**config.mk**
```make
export PLATFORM = sky130hd
export DESIGN_NAME = seg7_scan_driver_flat
export DESIGN_NICKNAME = d
export VERILOG_FILES = /design/src/rtl/seg7_scan_driver_if.sv /design/src/rtl/seg7_scan_driver.sv /design/src/flat_wrapper.sv
export SDC_FILE = /design/constraint.sdc
export NUM_CORES = 1
export LEC_CHECK = 0
export ABC_AREA = 1
export CAP_MARGIN = 20
export CORE_ASPECT_RATIO = 0.9
export CORE_MARGIN = 2
export CORE_UTILIZATION = 25
export DETAILED_ROUTE_END_ITERATION = 12
export GPL_TIMING_DRIVEN = 0
export HOLD_SLACK_MARGIN = 0.03
export RECOVER_POWER = 25
export SLEW_MARGIN = 25
export SYNTH_ARGS = -nofsm -noshare
export SYNTH_HDL_FRONTEND = slang
export SYNTH_SLANG_ARGS = --single-unit
```
**constraint.sdc**
```tcl
create_clock -name clk -period 4.2 [get_ports clk]
set_input_delay 1.05 -clock clk [delete_from_list [all_inputs] [get_ports clk]]
set_output_delay 1.05 -clock clk [all_outputs]
set_load 0.02 [all_outputs]
```
**src/rtl/seg7_scan_driver_if.sv**
```systemverilog
// Display driver bus: digit register write port, leading-zero control and
// the multiplexed segment/digit-enable pins.
// The master side is the datapath/board model; the slave side is the driver.
interface seg7_scan_driver_if #(
    parameter int DIGITS = 4
);
    localparam int AW = $clog2(DIGITS);

    logic              wr_en;
    logic [AW-1:0]     wr_addr;
    logic [4:0]        wr_data;
    logic              lz_en;
    logic [6:0]        seg;
    logic              dp;
    logic [DIGITS-1:0] an;

    modport master (
        output wr_en, wr_addr, wr_data, lz_en,
        input  seg, dp, an
    );

    modport slave (
        input  wr_en, wr_addr, wr_data, lz_en,
        output seg, dp, an
    );
endinterface

```
**src/rtl/seg7_scan_driver.sv**
```systemverilog
// Multi-digit time-multiplexed 7-segment driver.
// A per-digit register file (value + decimal point) is scanned by a prescaled
// digit index; the last GUARD cycles of every slot turn all digit enables off
// to avoid ghosting. seg/dp/an are registered.
// Optional build macro SEG7_HEX_DECODE_EN: when defined, values 10..15 show
// A,b,C,d,E,F; otherwise they are blanked.
module seg7_scan_driver #(
    parameter int DIGITS   = 4,
    parameter int SCAN_DIV = 1000,
    parameter int GUARD    = 1
) (
    input  logic               clk,
    input  logic               rst_n,
    seg7_scan_driver_if.slave  bus
);
    localparam int AW       = $clog2(DIGITS);
    localparam int PW       = (SCAN_DIV > 1) ? $clog2(SCAN_DIV) : 1;
    localparam int ON_LIMIT = SCAN_DIV - GUARD;

    // IDLE covers the single cycle after reset release during which the
    // outputs stay at their reset values before the scan starts.
    typedef enum logic [0:0] {
        ST_IDLE = 1'b0,
        ST_SCAN = 1'b1
    } state_t;

    state_t             state_r;
    state_t             state_s;
    logic               scan_en_s;
    logic [PW-1:0]      presc_r;
    logic [PW-1:0]      presc_s;
    logic [AW-1:0]      idx_r;
    logic [AW-1:0]      idx_s;
    logic [4:0]         digit_r [DIGITS];
    logic [4:0]         cur_s;
    logic               hi_nz_s;
    logic               blank_s;
    logic               wr_hit_s;
    logic [6:0]         seg_s;
    logic               dp_s;
    logic [DIGITS-1:0]  an_s;
    logic [6:0]         seg_r;
    logic               dp_r;
    logic [DIGITS-1:0]  an_r;

    // Active-high segment pattern {A,B,C,D,E,F,G} for a 4-bit digit value.
    function automatic logic [6:0] decode_digit(input logic [3:0] val);
        logic [6:0] pat;
        case (val)
            4'd0:    pat = 7'b1111110;
            4'd1:    pat = 7'b0110000;
            4'd2:    pat = 7'b1101101;
            4'd3:    pat = 7'b1111001;
            4'd4:    pat = 7'b0110011;
            4'd5:    pat = 7'b1011011;
            4'd6:    pat = 7'b1011111;
            4'd7:    pat = 7'b1110000;
            4'd8:    pat = 7'b1111111;
            4'd9:    pat = 7'b1111011;
`ifdef SEG7_HEX_DECODE_EN
            4'd10:   pat = 7'b1110111;
            4'd11:   pat = 7'b0011111;
            4'd12:   pat = 7'b1001110;
            4'd13:   pat = 7'b0111101;
            4'd14:   pat = 7'b1001111;
            4'd15:   pat = 7'b1000111;
`else
            4'd10, 4'd11, 4'd12, 4'd13, 4'd14, 4'd15:
                     pat = 7'b0000000;
`endif
            default: pat = 7'b0000000;
        endcase
        return pat;
    endfunction

    // Scan sequencer next state: one idle cycle after reset, then scan forever.
    always_comb begin
        state_s = state_r;
        case (state_r)
            ST_IDLE: state_s = ST_SCAN;
            ST_SCAN: state_s = ST_SCAN;
            default: state_s = ST_IDLE;
        endcase
        scan_en_s = (state_r == ST_SCAN);
    end

    // Prescaler and digit index advance; index moves on the last slot cycle.
    always_comb begin
        presc_s = presc_r;
        idx_s   = idx_r;
        if (scan_en_s) begin
            if (presc_r == PW'(SCAN_DIV - 1)) begin
                presc_s = '0;
                if (idx_r == AW'(DIGITS - 1)) begin
                    idx_s = '0;
                end else begin
                    idx_s = idx_r + AW'(1);
                end
            end else begin
                presc_s = presc_r + PW'(1);
            end
        end else begin
            presc_s = presc_r;
            idx_s   = idx_r;
        end
    end

    // Leading-zero detect: any non-zero value at or above the current digit.
    always_comb begin
        hi_nz_s = 1'b0;
        for (int i = 0; i < DIGITS; i++) begin
            if ((i >= int'(idx_r)) && (digit_r[i][3:0] != 4'd0)) begin
                hi_nz_s = 1'b1;
            end else begin
                hi_nz_s = hi_nz_s;
            end
        end
        blank_s = bus.lz_en && !hi_nz_s && (idx_r != AW'(0));
    end

    // Next display values from the current index/prescaler and digit registers.
    always_comb begin
        cur_s    = digit_r[idx_r];
        wr_hit_s = bus.wr_en && (int'(bus.wr_addr) < DIGITS);
        seg_s    = 7'b0000000;
        dp_s     = 1'b0;
        an_s     = '0;
        if (scan_en_s) begin
            dp_s = cur_s[4];
            if (int'(presc_r) < ON_LIMIT) begin
                an_s = DIGITS'(1) << idx_r;
            end else begin
                an_s = '0;
            end
            if (blank_s) begin
                seg_s = 7'b0000000;
            end else begin
                seg_s = decode_digit(cur_s[3:0]);
            end
        end else begin
            seg_s = 7'b0000000;
            dp_s  = 1'b0;
            an_s  = '0;
        end
    end

    // State, counters, digit register file and registered outputs.
    always_ff @(posedge clk) begin
        if (!rst_n) begin
            state_r <= ST_IDLE;
            presc_r <= '0;
            idx_r   <= '0;
            for (int i = 0; i < DIGITS; i++) begin
                digit_r[i] <= 5'd0;
            end
            seg_r   <= 7'b0000000;
            dp_r    <= 1'b0;
            an_r    <= '0;
        end else begin
            state_r <= state_s;
            presc_r <= presc_s;
            idx_r   <= idx_s;
            if (wr_hit_s) begin
                digit_r[bus.wr_addr] <= bus.wr_data;
            end
            seg_r   <= seg_s;
            dp_r    <= dp_s;
            an_r    <= an_s;
        end
    end

    assign bus.seg = seg_r;
    assign bus.dp  = dp_r;
    assign bus.an  = an_r;

endmodule

```
**src/flat_wrapper.sv**
```systemverilog
// flat-port wrapper written by rule: the top's interface ports become plain ports
module seg7_scan_driver_flat 
#(
    parameter int DIGITS   = 4,
    parameter int SCAN_DIV = 1000,
    parameter int GUARD    = 1
)
  (clk, rst_n, bus_wr_en, bus_wr_addr, bus_wr_data, bus_lz_en, bus_seg, bus_dp, bus_an);
  seg7_scan_driver_if #(.DIGITS(DIGITS)) bus_i ();
  input  logic clk;
  input  logic rst_n;
  input wire logic [$bits(bus_i.wr_en)-1:0] bus_wr_en;
  input wire logic [$bits(bus_i.wr_addr)-1:0] bus_wr_addr;
  input wire logic [$bits(bus_i.wr_data)-1:0] bus_wr_data;
  input wire logic [$bits(bus_i.lz_en)-1:0] bus_lz_en;
  output wire logic [$bits(bus_i.seg)-1:0] bus_seg;
  output wire logic [$bits(bus_i.dp)-1:0] bus_dp;
  output wire logic [$bits(bus_i.an)-1:0] bus_an;
  assign bus_i.wr_en = bus_wr_en;
  assign bus_i.wr_addr = bus_wr_addr;
  assign bus_i.wr_data = bus_wr_data;
  assign bus_i.lz_en = bus_lz_en;
  assign bus_seg = bus_i.seg;
  assign bus_dp = bus_i.dp;
  assign bus_an = bus_i.an;
  seg7_scan_driver #(.DIGITS(DIGITS), .SCAN_DIV(SCAN_DIV), .GUARD(GUARD)) u_core (.clk(clk), .rst_n(rst_n), .bus(bus_i));
endmodule
```
==> summary.md, run 1 <==
| Metric | Value |
|---|---|
| Status | complete, no violations |
| Slowest stage cell, crit path | o21ai_0 |
| CP Data Required Time | 4.14 ns |
| Die width | 103.5 um |
| Slew Viols, Final | 0 |
| Initial Utilization | 0.2587 |
| Full die area | 9680 um2 |
| Cts hold-fix bufs | 0 |
| Layout cells sized above 1 | 0.1010 |
| Worst Hold Class | flop to flop |
| Worst-Skew Late Latency | 0.30 ns |
| Max cap viols | 0 |
| Placed wire-length estimate | 3144 um |
| Worst Path Arrival | 2.67 ns |
| Ant. Diodes | 0 |
| Synth-to-layout area growth | 21.24% |
| Avg Cell Area, Syn | 8.666 um2 |
| Beginning of the critical path | rst_n |
| VDD IR-drop max | 112.4 uV |
| Most area-hungry cell type in the Yosys netlist | edfxtp_1 |
| Core area | 8608 um2 |
| Fmax | 366.1 MHz |
| Htree depth | 2 |
| First-pass GRT wire length | 6948 um |
| Clock transition at path regs | 0.09 ns |
| CTS Buffer Depth | 2 |
| # nets final | 308 |
| Flops & latches, synth | 47 |
| CTS tree | built |
| Seq/Total Area, Yosys | 0.5124 |
| Vias in the first global route | 1,596 |
| Yosys cell types | 28 |
| Gr usage total | 0.09196 |
| Final std cells w/o fill | 406 |
| Pwr Density | 343.9 nW/um2 |
| Setup TNS | 0 ns |
| CP max stage delay | 0.55 ns |
| Post-Syn Instances | 257 |
| YS warnings | 0 |
| Buffers added on ports | 22 |
| Crit. End Element | flop |
| Row Count | 32 |
| CTS sink cnt | 47 |
| Final global-route overflow total | 0 |
| Synth Cell Area | 2227 um2 |
| Dpl cells | 398 |
| Root buffer cell | clkbuf_8 |
| RSZ-0062 raised after global routing | no |
| Gpl congestion | 0.8153 |
| Leakage dissipation | 1.092 nW |
| Drt initial violations | 39 |
| Die height | 93.54 um |
| Setup bufs post-CTS | 0 |
| Vias/cell | 4.057 |
| Post-CTS resize count | 0 |
| Final hold violation count | 0 |
| Post-route clock skew | 0.01200 ns |
| Routed Antenna Nets | 0 |
| Top cell type's share of synthesized area | 0.2697 |
| Min-delay src | u_core.idx_r[0]$_SDFFE_PN0N_ |
| DR WL/cell | 10.00 um |
| Post-route DRC | 0 |
| # IOs | 23 |
| Via count | 1,647 |
| Commonest cells after routing, fill and taps aside | 57 x nand2_1, 42 x nor2_1, 27 x dfxtp_1 |
| Final WL | 4060 um |
| Period utilization | 0.6504 |
| Setup-failing EPs final | 0 |
| Rel. slew slack | 0.5752 |
| Syn nets | 279 |
| Util after Layout | 0.3137 |
| Startpoint types | input pin |
| Drt pass-1 iters | 4 |
| Crit path cell chain | dlygate4sd3_1, clkbuf_1, nand2_1, o21ai_0 |
| Crit Path Class | input pin to flop |
| Main area contributors after synthesis | edfxtp_1 27%, dfxtp_1 24%, nand2_1 9.4% |
| Critical path fanouts, max | 10 |
| TritonCTS Buffers | 5 |
| Slew of the pin with the lowest slew margin | 0.6305 ns |
| Min Tclk post-route | 2.732 ns |
| Commonest non-fill, non-tap cell in the layout | nand2_1 |
| Largest net degree at the start of global routing | 16 |
| Antenna violations before repair | 0 |
[report_power, final]
group / internal, mW / switching [mW]
Combinational: 0.0351 / 0.0531
Sequential: 0.498 / 0.0102
Clock: 0.177 / 0.155
Total: 0.710 / 0.219
[layer usage]
layer	global-route usage	vias up	share of wire
met5	0	-	0
met4	0.04715	0	0.027
met3	0.02541	11	0.043
met2	0.1425	34	0.45
met1	0.1159	724	0.48
li1	-	878	-
[flip-flops by register name, indices dropped and copies added (netlist names), named ones only]
name	flops
u_core.presc_r	10
u_core.bus.seg	7
u_core.digit_r	20
u_core.bus.dp	1
u_core.scan_en_s	1
u_core.bus.an	4
u_core.idx_r	2
[critical path, delay by kind of cell]
kind,cells,cell delay (ns)
compound gates,1,0.55
simple gates,1,0.15
buf+inv,2,0.91
[cells by family (layout without fill, tap and decap cells)]
family / after synthesis / in the layout / share of synthesized area
AND/OR/NAND/NOR: 143 / 143 / 0.3073
flip-flops: 47 / 47 / 0.5124
buffers and inverters: 33 / 63 / 0.05955
AO/OA/AOI/OAI: 20 / 20 / 0.04720
adder cells (fa/ha/maj): 11 / 11 / 0.06180
XOR/XNOR: 3 / 3 / 0.01180
[worst paths after layout]
check	endpoint	slack [ns]	cells past startpoint
max reg2reg	u_core.bus.seg[0]$_SDFF_PP0_	2.55	10
min	u_core.bus.an[2]$_SDFF_PN0_	0.54	1
min reg2reg	u_core.bus.an[2]$_SDFF_PN0_	0.54	1
max	u_core.digit_r[2][2]$_SDFFCE_PN0P_	1.47	4
[synth_stat cells]
master    instances
a211oi_1          1
a21oi_1          10
buf_2             1
buf_6             1
clkbuf_1          1
dfxtp_1          27
edfxtp_1         20
ha_1             11
inv_1            25
inv_2             5
nand2_1          56
nand2_2           6
nand2_4           1
nand3_1          13
nand3_2           3
nand3_4           2
nand3b_1          3
nor2_1           42
nor2_2            2
nor2_4            2
nor3_1            9
nor3b_1           3
nor3b_2           1
o21ai_0           6
o21ai_1           2
o21bai_1          1
xnor2_1           1
xor2_1            2
[per-stage QoR]
stage               power [mW]  setup slack (ns)  hold WS [ns]  cell area [um2]
CTS                     0.9389             1.728        0.5453             2709
global route            0.9682             1.264        0.5574             2700
detailed placement      0.6082             1.404        0.5233             2596
finish                  0.9285             1.468        0.5377             2700
floorplan               0.5733             2.091        0.4711             2227
global placement        0.6069             1.383        0.5055             2596
[cell type report]
type,instances,area (um2)
plain buffers,3,18.77
clock buffers,5,68.82
clock inverters,3,43.79
fillers,894,5908
inverters,30,112.6
multi-input cells,177,945.9
flip-flops and latches,47,1141
well taps,119,148.9
repair buffers,22,220.2
No activity file was read; power rests on OpenSTA's default activity.
==> run 2, diff against run 1 <==
clock period = 2.9 ns   (was 4.2 ns; I/O delays follow)
==> summary.md, run 2 (synthesis results as in run 1) <==
| Metric | Value |
|---|---|
| Worst Path Arrival | 2.13 ns |
| Commonest non-fill, non-tap cell in the layout | nand2_1 |
| CTS sink cnt | 47 |
| Placed wire-length estimate | 3144 um |
| CP Data Required Time | 2.84 ns |
| Startpoint types | input pin |
| Gpl congestion | 0.8153 |
| Row Count | 32 |
| Max cap viols | 0 |
| CP max stage delay | 0.54 ns |
| Largest net degree at the start of global routing | 16 |
| Status | complete, no violations |
| Setup TNS | 0 ns |
| Drt pass-1 iters | 4 |
| Critical path fanouts, max | 10 |
| Layout cells sized above 1 | 0.1045 |
| Crit path depth | 4 |
| Crit. End Element | flop |
| Root buffer cell | clkbuf_8 |
| Setup bufs post-CTS | 0 |
| Die height | 93.54 um |
| Buffers added on ports | 22 |
| Cts hold-fix bufs | 0 |
| Dpl cells | 398 |
| Ant. Diodes | 0 |
| Initial Utilization | 0.2587 |
| Endpoint, Worst Hold | u_core.bus.an[2]$_SDFF_PN0_ |
| VDD IR-drop max | 162.7 uV |
| R2R cell count | 10 |
| # IOs | 23 |
| Final global-route overflow total | 0 |
| Post-route cell area | 2701 um2 |
| Leakage dissipation | 1.095 nW |
| First-pass GRT wire length | 6948 um |
| Vias in the first global route | 1,596 |
| Die width | 103.5 um |
| Crit Path Class | input pin to flop |
| Min Tclk post-route | 2.187 ns |
| Via count | 1,647 |
| Rel. slew slack | 0.5753 |
| Top reg by flops | u_core.digit_r |
| RSZ-0062 raised after global routing | no |
| FF-to-FF End | u_core.bus.seg[0]$_SDFF_PP0_ |
| Final WL | 4059 um |
| Sequential share of power | 0.547 |
| CTS tree | built |
| Family with the most delay on the worst path | buffers and inverters |
| Post-CTS resize count | 0 |
| Combinational group share of total power | 0.095 |
| Crit path cell chain | dlygate4sd3_1, buf_2, nand2_1, o21ai_0 |
| DP Area | 2596 um2 |
| Final std cells w/o fill | 406 |
| Cell Int Power | 1.028 mW |
| Slew of the pin with the lowest slew margin | 0.6304 ns |
| CTS Buffer Depth | 2 |
| Worst Hold Depth | 1 |
| Htree depth | 2 |
| Synth-to-layout area growth | 21.29% |
| Setup-failing EPs final | 0 |
| Fmax | 457.3 MHz |
| Net Sw Frac | 0.2356 |
| Vias/cell | 4.057 |
| Antenna violations before repair | 0 |
| Clock transition at path regs | 0.09 ns |
| Pwr Density | 497.9 nW/um2 |
| R2R Setup Slk | 1.25 ns |
| Routed Antenna Nets | 0 |
| TritonCTS Buffers | 5 |
| Drt initial violations | 39 |
| Final hold violation count | 0 |
| Post-route DRC | 0 |
| Core area | 8608 um2 |
| Max FFs per register | 20 |
| Full die area | 9680 um2 |
| Commonest cells after routing, fill and taps aside | 57 x nand2_1, 42 x nor2_1, 27 x dfxtp_1 |
| Period utilization | 0.7541 |
| Buffers & Inverters on Critical Path | 2 |
| Clock power frac | 0.358 |
| DR WL/cell | 9.998 um |
| # nets final | 308 |
| Worst-Skew Late Latency | 0.30 ns |
| Net Switching | 0.3168 mW |
| Worst Hold Class | flop to flop |
| Slowest stage cell, crit path | o21ai_0 |
| Min-delay src | u_core.idx_r[0]$_SDFFE_PN0N_ |
| Slew Viols, Final | 0 |
| Beginning of the critical path | rst_n |
| Post-route clock skew | 0.01200 ns |
| Gr usage total | 0.09196 |
[run 2: changes by cell type in the layout (fill, tap and decap cells not counted)]
cell,delta
clkbuf_1,-1
buf_2,+1
[run 2: how the worst max path moves through the flow]
stage                                               endpoint  slack, ns
final                     u_core.digit_r[2][2]$_SDFFCE_PN0P_       0.71
after global routing      u_core.digit_r[2][2]$_SDFFCE_PN0P_       0.55
after CTS                 u_core.digit_r[2][0]$_SDFFCE_PN0P_       0.75
after detailed placement  u_core.digit_r[2][0]$_SDFFCE_PN0P_       0.43
after global placement    u_core.digit_r[2][0]$_SDFFCE_PN0P_       0.41
after floorplan           u_core.digit_r[2][0]$_SDFFCE_PN0P_       1.12
[run 2: cell type report]
class	count	area, um2
Tap cell	119	148.9
Timing Repair Buffer	22	220.2
Buffer	3	20.02
Inverter	30	112.6
Fill cell	893	5907
Multi-Input combinational cell	177	945.9
Clock inverter	3	43.79
Clock buffer	5	68.82
Sequential cell	47	1141
[run 2: stage by stage]
stage	utilization	hold WS [ns]	power (mW)	worst slack, ns
CTS	0.3147	0.5453	1.360	0.7526
detailed placement	0.3016	0.5233	0.8808	0.4286
global placement	0.3016	0.5055	0.8789	0.4083
floorplan	-	0.4711	0.8303	1.116
finish	0.3138	0.5377	1.345	0.7132
global route	0.3138	0.5574	1.402	0.5520
[run 2: power by group through the flow]
stage | registers (mW) | clock network (mW) | logic (mW)
floorplan | 0.754 | 0 | 0.0759
global placement | 0.751 | 0 | 0.128
CTS | 0.736 | 0.494 | 0.130
detailed placement | 0.751 | 0 | 0.130
finish | 0.736 | 0.481 | 0.128
global route | 0.740 | 0.516 | 0.147
[run 2: per-layer routing]
layer  global-route usage  part of all wire  vias up
met5                    0                 0        -
li1                     -                 -      878
met4              0.04715             0.027        0
met3              0.02541             0.043       11
met2               0.1425              0.45       34
met1               0.1159              0.48      724
[run 2: worst register-to-register path, delay by kind of cell (launching register included)]
kind	cells	cell delay, ns
AOI/OAI and AO/OA	1	0.12
adders and majority gates	1	0.19
buffers and inverters	2	0.20
DFF	1	0.42
and+or+nand+nor	6	0.64
